$ cat src/rtl/keypad_pkg.sv
// Shared types and constants for the 4x4 keypad scan controller and its
// consumer, the vending finite_state machine.
package keypad_pkg;

  typedef enum logic [1:0] {
    SCAN     = 2'd0,
    DEBOUNCE = 2'd1,
    PRESSED  = 2'd2
  } scan_state_e;

  typedef logic [3:0] key_code_t;

  // Key codes are {col[1:0], row[1:0]} as seen by the vending FSM.
  localparam key_code_t KEY_CHIPS    = 4'h0;
  localparam key_code_t KEY_COKE     = 4'h1;
  localparam key_code_t KEY_COOKIE   = 4'h2;
  localparam key_code_t KEY_ICECREAM = 4'h3;
  localparam key_code_t KEY_COFFEE   = 4'h4;
  localparam key_code_t KEY_QTY      = 4'h6;
  localparam key_code_t KEY_CONFIRM  = 4'h7;
  localparam key_code_t KEY_COIN2    = 4'h8;
  localparam key_code_t KEY_COIN5    = 4'h9;
  localparam key_code_t KEY_COIN10   = 4'hA;
  localparam key_code_t KEY_TAKE     = 4'hB;
  localparam key_code_t KEY_START    = 4'hF;

  function automatic logic [1:0] lowestRow(input logic [3:0] rows);
    logic [1:0] idx;
    if (rows[0])      idx = 2'd0;
    else if (rows[1]) idx = 2'd1;
    else if (rows[2]) idx = 2'd2;
    else              idx = 2'd3;
    return idx;
  endfunction

endpackage

$ cat src/rtl/keypad_row_sync.sv
// Two-flop synchroniser for the asynchronous, active-low keypad row pins.
// Resets to all-ones so an idle keypad reads as "nothing pressed".
module keypad_row_sync (
  input  logic       clk,
  input  logic       reset,
  input  logic [3:0] rows_i,
  output logic [3:0] rows_o
);

  logic [3:0] meta_q;
  logic [3:0] sync_q;

  always_ff @(posedge clk or negedge reset) begin
    if (!reset) begin
      meta_q <= 4'hF;
      sync_q <= 4'hF;
    end else begin
      meta_q <= rows_i;
      sync_q <= meta_q;
    end
  end

  assign rows_o = sync_q;

endmodule

$ cat src/rtl/keypad_scan_ctrl.sv
// Column-scanning, debouncing keypad controller delivering {col,row} events
// over valid/ack. Define KEYPAD_REPEAT_EN to enable auto-repeat while held.
module keypad_scan_ctrl
  import keypad_pkg::*;
#(
  parameter logic [15:0] SCAN_DIV     = 16'd1000,
  parameter logic [7:0]  DEBOUNCE_CNT = 8'd4,
  parameter logic [7:0]  REPEAT_DLY   = 8'd50
) (
  input  logic       clk,
  input  logic       reset,
  output logic [3:0] c,
  input  logic [3:0] r,
  output logic       key_valid,
  output key_code_t  key_code,
  input  logic       key_ack,
  output logic       key_down,
  output logic       overrun,
  input  logic       ovr_clr
);

  if (SCAN_DIV < 16'd2) begin : g_badScanDiv
    $error("keypad_scan_ctrl: SCAN_DIV must be at least 2");
  end
  if (DEBOUNCE_CNT < 8'd1) begin : g_badDebounce
    $error("keypad_scan_ctrl: DEBOUNCE_CNT must be at least 1");
  end
  if (REPEAT_DLY < 8'd1) begin : g_badRepeat
    $error("keypad_scan_ctrl: REPEAT_DLY must be at least 1");
  end

  logic [3:0]  rowSync;
  logic [3:0]  rowsPressed;
  logic        latchedPressed;
  logic        slotEnd;

  logic [15:0] divCnt_q, divCnt_d;
  scan_state_e state_q, state_d;
  logic [1:0]  colIdx_q, colIdx_d;
  logic [1:0]  rowIdx_q, rowIdx_d;
  logic [7:0]  debCnt_q, debCnt_d;
  logic [7:0]  debNext;
  logic        emit_q, emit_d;
  logic        keyValid_q, keyValid_d;
  key_code_t   keyCode_q, keyCode_d;
  logic        overrun_q, overrun_d;
`ifdef KEYPAD_REPEAT_EN
  logic [7:0]  repCnt_q, repCnt_d;
  logic [7:0]  repNext;
`endif

  keypad_row_sync u_rowSync (
    .clk    (clk),
    .reset  (reset),
    .rows_i (r),
    .rows_o (rowSync)
  );

  assign rowsPressed    = ~rowSync;
  assign latchedPressed = rowsPressed[rowIdx_q];
  assign slotEnd        = (divCnt_q == SCAN_DIV - 16'd1);
  assign debNext        = debCnt_q + 8'd1;
`ifdef KEYPAD_REPEAT_EN
  assign repNext        = repCnt_q + 8'd1;
`endif

  assign divCnt_d = slotEnd ? 16'd0 : divCnt_q + 16'd1;

  // The column only advances when nothing is being tracked, so a key stays
  // under its own column for the whole debounce/press/release sequence.
  always_comb begin
    state_d  = state_q;
    colIdx_d = colIdx_q;
    rowIdx_d = rowIdx_q;
    debCnt_d = debCnt_q;
    emit_d   = 1'b0;
`ifdef KEYPAD_REPEAT_EN
    repCnt_d = repCnt_q;
`endif
    if (slotEnd) begin
      case (state_q)
        SCAN: begin
          if (|rowsPressed) begin
            rowIdx_d = lowestRow(rowsPressed);
            if (DEBOUNCE_CNT == 8'd1) begin
              state_d  = PRESSED;
              debCnt_d = 8'd0;
              emit_d   = 1'b1;
`ifdef KEYPAD_REPEAT_EN
              repCnt_d = 8'd0;
`endif
            end else begin
              state_d  = DEBOUNCE;
              debCnt_d = 8'd1;
            end
          end else begin
            colIdx_d = colIdx_q + 2'd1;
          end
        end
        DEBOUNCE: begin
          if (latchedPressed) begin
            if (debNext == DEBOUNCE_CNT) begin
              state_d  = PRESSED;
              debCnt_d = 8'd0;
              emit_d   = 1'b1;
`ifdef KEYPAD_REPEAT_EN
              repCnt_d = 8'd0;
`endif
            end else begin
              debCnt_d = debNext;
            end
          end else begin
            state_d  = SCAN;
            colIdx_d = colIdx_q + 2'd1;
            debCnt_d = 8'd0;
          end
        end
        PRESSED: begin
          if (latchedPressed) begin
            debCnt_d = 8'd0;
`ifdef KEYPAD_REPEAT_EN
            if (repNext == REPEAT_DLY) begin
              repCnt_d = 8'd0;
              emit_d   = 1'b1;
            end else begin
              repCnt_d = repNext;
            end
`endif
          end else begin
`ifdef KEYPAD_REPEAT_EN
            repCnt_d = 8'd0;
`endif
            if (debNext == DEBOUNCE_CNT) begin
              state_d  = SCAN;
              colIdx_d = colIdx_q + 2'd1;
              debCnt_d = 8'd0;
            end else begin
              debCnt_d = debNext;
            end
          end
        end
        default: begin
          state_d  = SCAN;
          debCnt_d = 8'd0;
        end
      endcase
    end
  end

  // Column and row stay frozen for at least two clocks after a confirm,
  // so the event can be built from them one cycle later.
  always_comb begin
    keyValid_d = keyValid_q;
    keyCode_d  = keyCode_q;
    overrun_d  = overrun_q;
    if (keyValid_q && key_ack) begin
      keyValid_d = 1'b0;
    end
    if (ovr_clr) begin
      overrun_d = 1'b0;
    end
    if (emit_q) begin
      if (!keyValid_q || key_ack) begin
        keyCode_d  = {colIdx_q, rowIdx_q};
        keyValid_d = 1'b1;
      end else begin
        overrun_d = 1'b1;
      end
    end
  end

  always_ff @(posedge clk or negedge reset) begin
    if (!reset) begin
      divCnt_q   <= 16'd0;
      state_q    <= SCAN;
      colIdx_q   <= 2'd0;
      rowIdx_q   <= 2'd0;
      debCnt_q   <= 8'd0;
      emit_q     <= 1'b0;
      keyValid_q <= 1'b0;
      keyCode_q  <= KEY_CHIPS;
      overrun_q  <= 1'b0;
`ifdef KEYPAD_REPEAT_EN
      repCnt_q   <= 8'd0;
`endif
    end else begin
      divCnt_q   <= divCnt_d;
      state_q    <= state_d;
      colIdx_q   <= colIdx_d;
      rowIdx_q   <= rowIdx_d;
      debCnt_q   <= debCnt_d;
      emit_q     <= emit_d;
      keyValid_q <= keyValid_d;
      keyCode_q  <= keyCode_d;
      overrun_q  <= overrun_d;
`ifdef KEYPAD_REPEAT_EN
      repCnt_q   <= repCnt_d;
`endif
    end
  end

  assign c         = ~(4'b0001 << colIdx_q);
  assign key_valid = keyValid_q;
  assign key_code  = keyCode_q;
  assign key_down  = (state_q == PRESSED);
  assign overrun   = overrun_q;

endmodule

$ cat config.mk
export PLATFORM = sky130hd
export DESIGN_NAME = keypad_scan_ctrl
export DESIGN_NICKNAME = d
export VERILOG_FILES = /design/src/rtl/keypad_pkg.sv /design/src/rtl/keypad_row_sync.sv /design/src/rtl/keypad_scan_ctrl.sv
export SDC_FILE = /design/constraint.sdc
export NUM_CORES = 1
export LEC_CHECK = 0
export CORE_ASPECT_RATIO = 1.4
export CORE_MARGIN = 8
export CORE_UTILIZATION = 45
export CTS_BUF_LIST = sky130_fd_sc_hd__clkbuf_2
export CTS_CLUSTER_DIAMETER = 120
export CTS_CLUSTER_SIZE = 30
export DETAILED_ROUTE_END_ITERATION = 16
export PLACE_DENSITY = 0.74
export SETUP_SLACK_MARGIN = 0.3
export SYNTH_ARGS = -nofsm -noshare
export SYNTH_HDL_FRONTEND = slang
export SYNTH_HIERARCHICAL = 1
export SYNTH_SLANG_ARGS = --single-unit
$ cat constraint.sdc
create_clock -name clk -period 4 [get_ports clk]
set_input_delay 0.8 -clock clk [delete_from_list [all_inputs] [get_ports clk]]
set_output_delay 0.8 -clock clk [all_outputs]
set_load 0.1 [all_outputs]
-- Word-level counts from Yosys, hierarchy flattened
Index checks and enable logic that the tools add are counted.
- add/sub/neg operators: 3
- order comparisons: 1
- eq/ne operators: 10
- shift operators: 1
- muxes and demuxes: 32
- bitwise gates (word level): 2
- reduce and logical (&&, ||, !) cells: 11
- operators with widths (operator ; number):
    8-bit two-way mux ; 4
    8-bit case mux with 3 select lines ; 1
    2-bit two-way mux ; 11
    16-bit by 1-bit adder with 16-bit output (second input constant) ; 1
    16-bit by 10-bit equality test with 1-bit output (second input constant) ; 1
    16-bit two-way mux ; 1
    1-bit two-way mux ; 12
    2-bit case mux with 3 select lines ; 2
    8-bit by 1-bit adder with 8-bit output (second input constant) ; 1
    8-bit by 3-bit equality test with 1-bit output (second input constant) ; 1
    2-bit != test (second input constant) ; 4
    4-bit NOT ; 2
    6-bit AND reduction ; 1
    5-bit AND reduction ; 1
    2-bit AND reduction ; 2
    4-bit OR reduction ; 1
    1-bit by 2-bit << shifter with 4-bit output (first input constant) ; 1
    2-bit by 3-bit less-than comparator with 1-bit output (second input constant) ; 1
    3-bit != test (second input constant) ; 1
    3-bit AND reduction ; 1
    3-bit nonzero test ; 1
    2-bit by 1-bit adder with 2-bit output (second input constant) ; 1
    1-bit binary-select mux with 2-bit select ; 1
    2-bit by 1-bit equality test with 1-bit output (second input constant) ; 1
    6 further kinds ; 6
- register bits: 45
- input port bits: 8
- logic and storage cells: 71

-- Logic depth before layout (Yosys ltp)
- word-level depth: 6
- gate-level depth with buffers: 7
- mapped depth without buffers: 5

-- By module
The synthesis kept the hierarchy.
- by module, submodules not included (module ; instances ; cells an instance ; area each (sq um) ; seq. area each (sq um)):
    keypad_scan_ctrl ; 1 ; 185 ; 1890.6 ; 925.9
    keypad_row_sync ; 1 ; 8 ; 210.2 ; 210.2

-- Worst setup path before layout
OpenSTA, ideal clock, no wires.
- path kind: flip-flop to flip-flop
- start point: register state_q[0]
- end point: register colIdx_q[1]
- arrival time: 2743 ps
- data required time: 3873 ps
- path slack: 1129 ps
- stages on the path, launching flop included: 5
- path through: dfrtp_1 > nor2b_1 > and4_1 > o311ai_1 > mux2_1
- word-level cells in the longest chain between the ends: 3
- elaborated cells on any way between the ends: 10
- RTL lines (item ; line ; source):
    start, declared ; keypad_scan_ctrl.sv:38 ; scan_state_e state_q, state_d;
    start signal, assigned ; keypad_scan_ctrl.sv:188 ; state_q <= state_d;
    2-bit equality test (*) ; n/a ;
    net key_down ; keypad_scan_ctrl.sv:17 ; output logic key_down,
    2-bit by 1-bit != test with 1-bit output (no source line) (tied with other cells) ; n/a ;
    6-bit AND reduction (no source line) ; n/a ;
    end signal, assigned ; keypad_scan_ctrl.sv:189 ; colIdx_q <= colIdx_d;
    end, declared ; keypad_scan_ctrl.sv:39 ; logic [1:0] colIdx_q, colIdx_d;
Mark *: on every way through the listed nets, which the timed path passes. The rest lies on a longest branch.
A chain may end at the register's enable or synchronous reset.

-- Worst setup path after layout
- start point: register state_q[1]
- end point: output port key_down
- word-level cells in the longest chain between the ends: 1
- RTL lines (item ; line ; source):
    2-bit equality test ; keypad_scan_ctrl.sv:205 ; assign key_down = (state_q == PRESSED);
    end, declared ; keypad_scan_ctrl.sv:17 ;
Every way passes these cells.

==> metrics.cfg <==
[setup_path]
arrival_ps = 2380
critPathKind = reg2out
crit_path_start_kind = register
critical_path_peak_fanout = 7
cp-end-kind = output pin
rr_worst_depth = 5
worstPathRequired_ps = 3200

[layout]
stdcell_count = 278
fillers = 425
nets = 229
final_util_pct = 52.8
diodes = 0
final_layout_size_suffix_gt1_share_pct = 9.72
area.growth.synth_to_final_pct = 13.2

[place]
portBuffers = 18
numPlacedInstances = 270
pre_cts_slack_ps = 1280
gp_congestion = 0.754
dp_hpwl_mm = 2.64

[grt]
grt_max_degree = 46
antenna_found_initial = 0
grt_pass1_vias = 1517
grt-ovfl-total = 0
grt_use_total_pct = 11.3
grt_pass1_wl_mm = 6.49

[synth]
yosysUniqueCellTypes = 41
ys_ff_latch = 45
yosysSeqAreaShare_pct = 54.1
syn-cell-area_um2 = 2100
synth_area_per_cell_um2 = 10.9
synth_nets = 207
async_reset_ff_share_pct = 100
yosysWarnings = 6
synth_ff_type = dfrtp_1
syn_inst = 193
synth_edf_count = 0

[clocking]
tritoncts = yes
cts.sinks = 45
insertion_delay_ps = 410
root_buffer = clkbuf_2
cts_buffers = 5
cts.repair.resized = 0
clk_path_buf_depth = 2
htree_levels = 2
clk_pin_slew_ps = 210
cts_setup_buffers = 0
hold_buffers = 0

[route]
drt_drc_violations_left = 0
drt-initial-drc-count = 46
topRoutingLayerUsed = met4
wire_per_inst_um = 13.1
wl_mm = 3.64
wl_met2_mm = 1.87
drt-met1-wl_mm = 1.49
drtAntennaViolNets = 0
vias_per_cell = 5.33
wl_met3_um = 205
firstDrtPassIters = 4
vias = 1481

[pwr]
power.leakage_nw = 1.06
power_density_nw_per_um2 = 279
ir_drop_uv = 186

[floorplan]
ioPinCount = 19
die_y_um = 96.8
core-area_um2 = 4500
dieArea_um2 = 7140
die_w_um = 73.7
start_util_pct = 46.7
rows = 29

[sta]
skew_ps = 23.7
setup-violations-final = 0
slew_viol_final = 0
period_needed_ps = 3180
min_period_over_period_pct = 79.5
holdWs_ps = 369
rsz0062_at_grt = false
worstMarginPinSlew_ps = 970
report.final.hold_viol_count = 0
setup_tns_ps = 0
slew_headroom_pct = 35.1
fmax_ghz = 0.314
layout_setup_ws_ps = 820

[worst_hold_path]
worstHoldPathType = reg2reg
hold_path_depth = 0

[run]
maxCapViolCount = 0

[status]
status = finished clean

==> cells in the mapped netlist (2+ instances only) <==
library cell	number	area, µm²
ha_1	6	75.1
nand2_1	21	78.8
xor2_1	6	52.6
buf_2	2	10.0
nand2b_1	2	12.5
inv_1	12	45.0
o211ai_1	5	37.5
dfrtp_1	37	926
nor4b_2	2	30.0
nor2_1	15	56.3
and2_1	2	12.5
and4_1	3	26.3
nor4_1	2	12.5
o21ai_0	7	35.0
and3_1	6	37.5
nor3_1	6	30.0
mux2i_1	2	20.0
a22o_1	5	43.8
dfstp_2	8	210
or3_1	2	12.5
nor2b_1	5	31.3
xnor2_1	6	52.6
nand3_1	7	35.0
nand4_1	6	37.5
a21oi_1	2	10.0
==> worst paths after layout <==
check / slack (ps) / start / to
hold reg to reg: 370 / u_rowSync/meta_q[3]$_DFF_PN1_ / u_rowSync/rows_o[3]$_DFF_PN1_
setup / recovery: 820 / state_q[1]$_DFFE_PN0P_ / key_down
min in group asynchronous: 500 / reset / overrun$_DFF_PN0_
max in group asynchronous: 2920 / reset / divCnt_q[3]$_DFF_PN0_
setup reg to reg: 1730 / divCnt_q[0]$_DFF_PN0_ / colIdx_q[1]$_DFFE_PN0P_
hold / removal: 370 / u_rowSync/meta_q[3]$_DFF_PN1_ / u_rowSync/rows_o[3]$_DFF_PN1_
==> layout by cell type, fill, tap and decap left out, types with 5 or more instances in the layout <==
| master | count |
|---|---|
| inv_1 | 12 |
| nor2_1 | 15 |
| ha_1 | 6 |
| o211ai_1 | 5 |
| nand3_1 | 7 |
| xnor2_1 | 6 |
| and3_1 | 6 |
| nand4_1 | 6 |
| nor2b_1 | 5 |
| dfstp_2 | 8 |
| nor3_1 | 6 |
| nand2_1 | 21 |
| xor2_1 | 6 |
| clkbuf_2 | 5 |
| dfrtp_1 | 37 |
| clkdlybuf4s50_1 | 17 |
| o21ai_0 | 7 |
| a22o_1 | 5 |
==> cell type report <==
cell class / instances / area, µm² / area share, %
sequential: 45 / 1140 / 47.8
multi-input combinational: 133 / 906 / 38.1
timing repair buffer: 18 / 175 / 7.37
tap: 62 / 77.6 / 3.26
inverter: 12 / 45.0 / 1.89
clock buffer: 5 / 25.0 / 1.05
clock inverter: 3 / 12.5 / 0.526
==> critical path, cell delays in order, from the launching register on <==
cell	delay [ps]
dfrtp_1	470
nor2b_1	310
clkdlybuf4s50_1	1200
==> flip-flops by register name, indices dropped and copies added, names as in the netlist <==
register and count:
emit_q 1, colIdx_q 2, overrun 1, state_q 2
key_code 4, divCnt_q 16, u_rowSync/meta_q 4, debCnt_q 8
rowIdx_q 2, u_rowSync/rows_o 4, key_valid 1
==> cell families after synthesis <==
family	after synthesis	share of synthesized area (%)
xor+xnor	12	5.00
mux	5	3.63
simple gates	82	21.3
flops	45	54.1
buf+inv	15	2.80
compound gates	28	9.59
fa+ha+maj	6	3.57
==> metrics by stage <==
step	power, mW	cell area [µm²]
final	0.662	2380
after global routing	0.688	2380
after CTS	0.673	2380
after detailed placement	0.492	2340
after global placement	0.492	2340
after floorplan	0.476	2100
==> per-layer routing <==
layer | GRT usage (%) | vias up
met5 | 0 | -
met4 | 5.10 | 0
met3 | 3.62 | 7
met2 | 19.0 | 26
met1 | 12.3 | 723
li1 | - | 725
==> report_power, final <==
group	switching [mW]	internal, mW
logic	0.0113	0.00734
registers	0.00203	0.463
clock network	0.140	0.0384
total	0.153	0.509
Note: power is estimated with default switching activity, not from simulation.
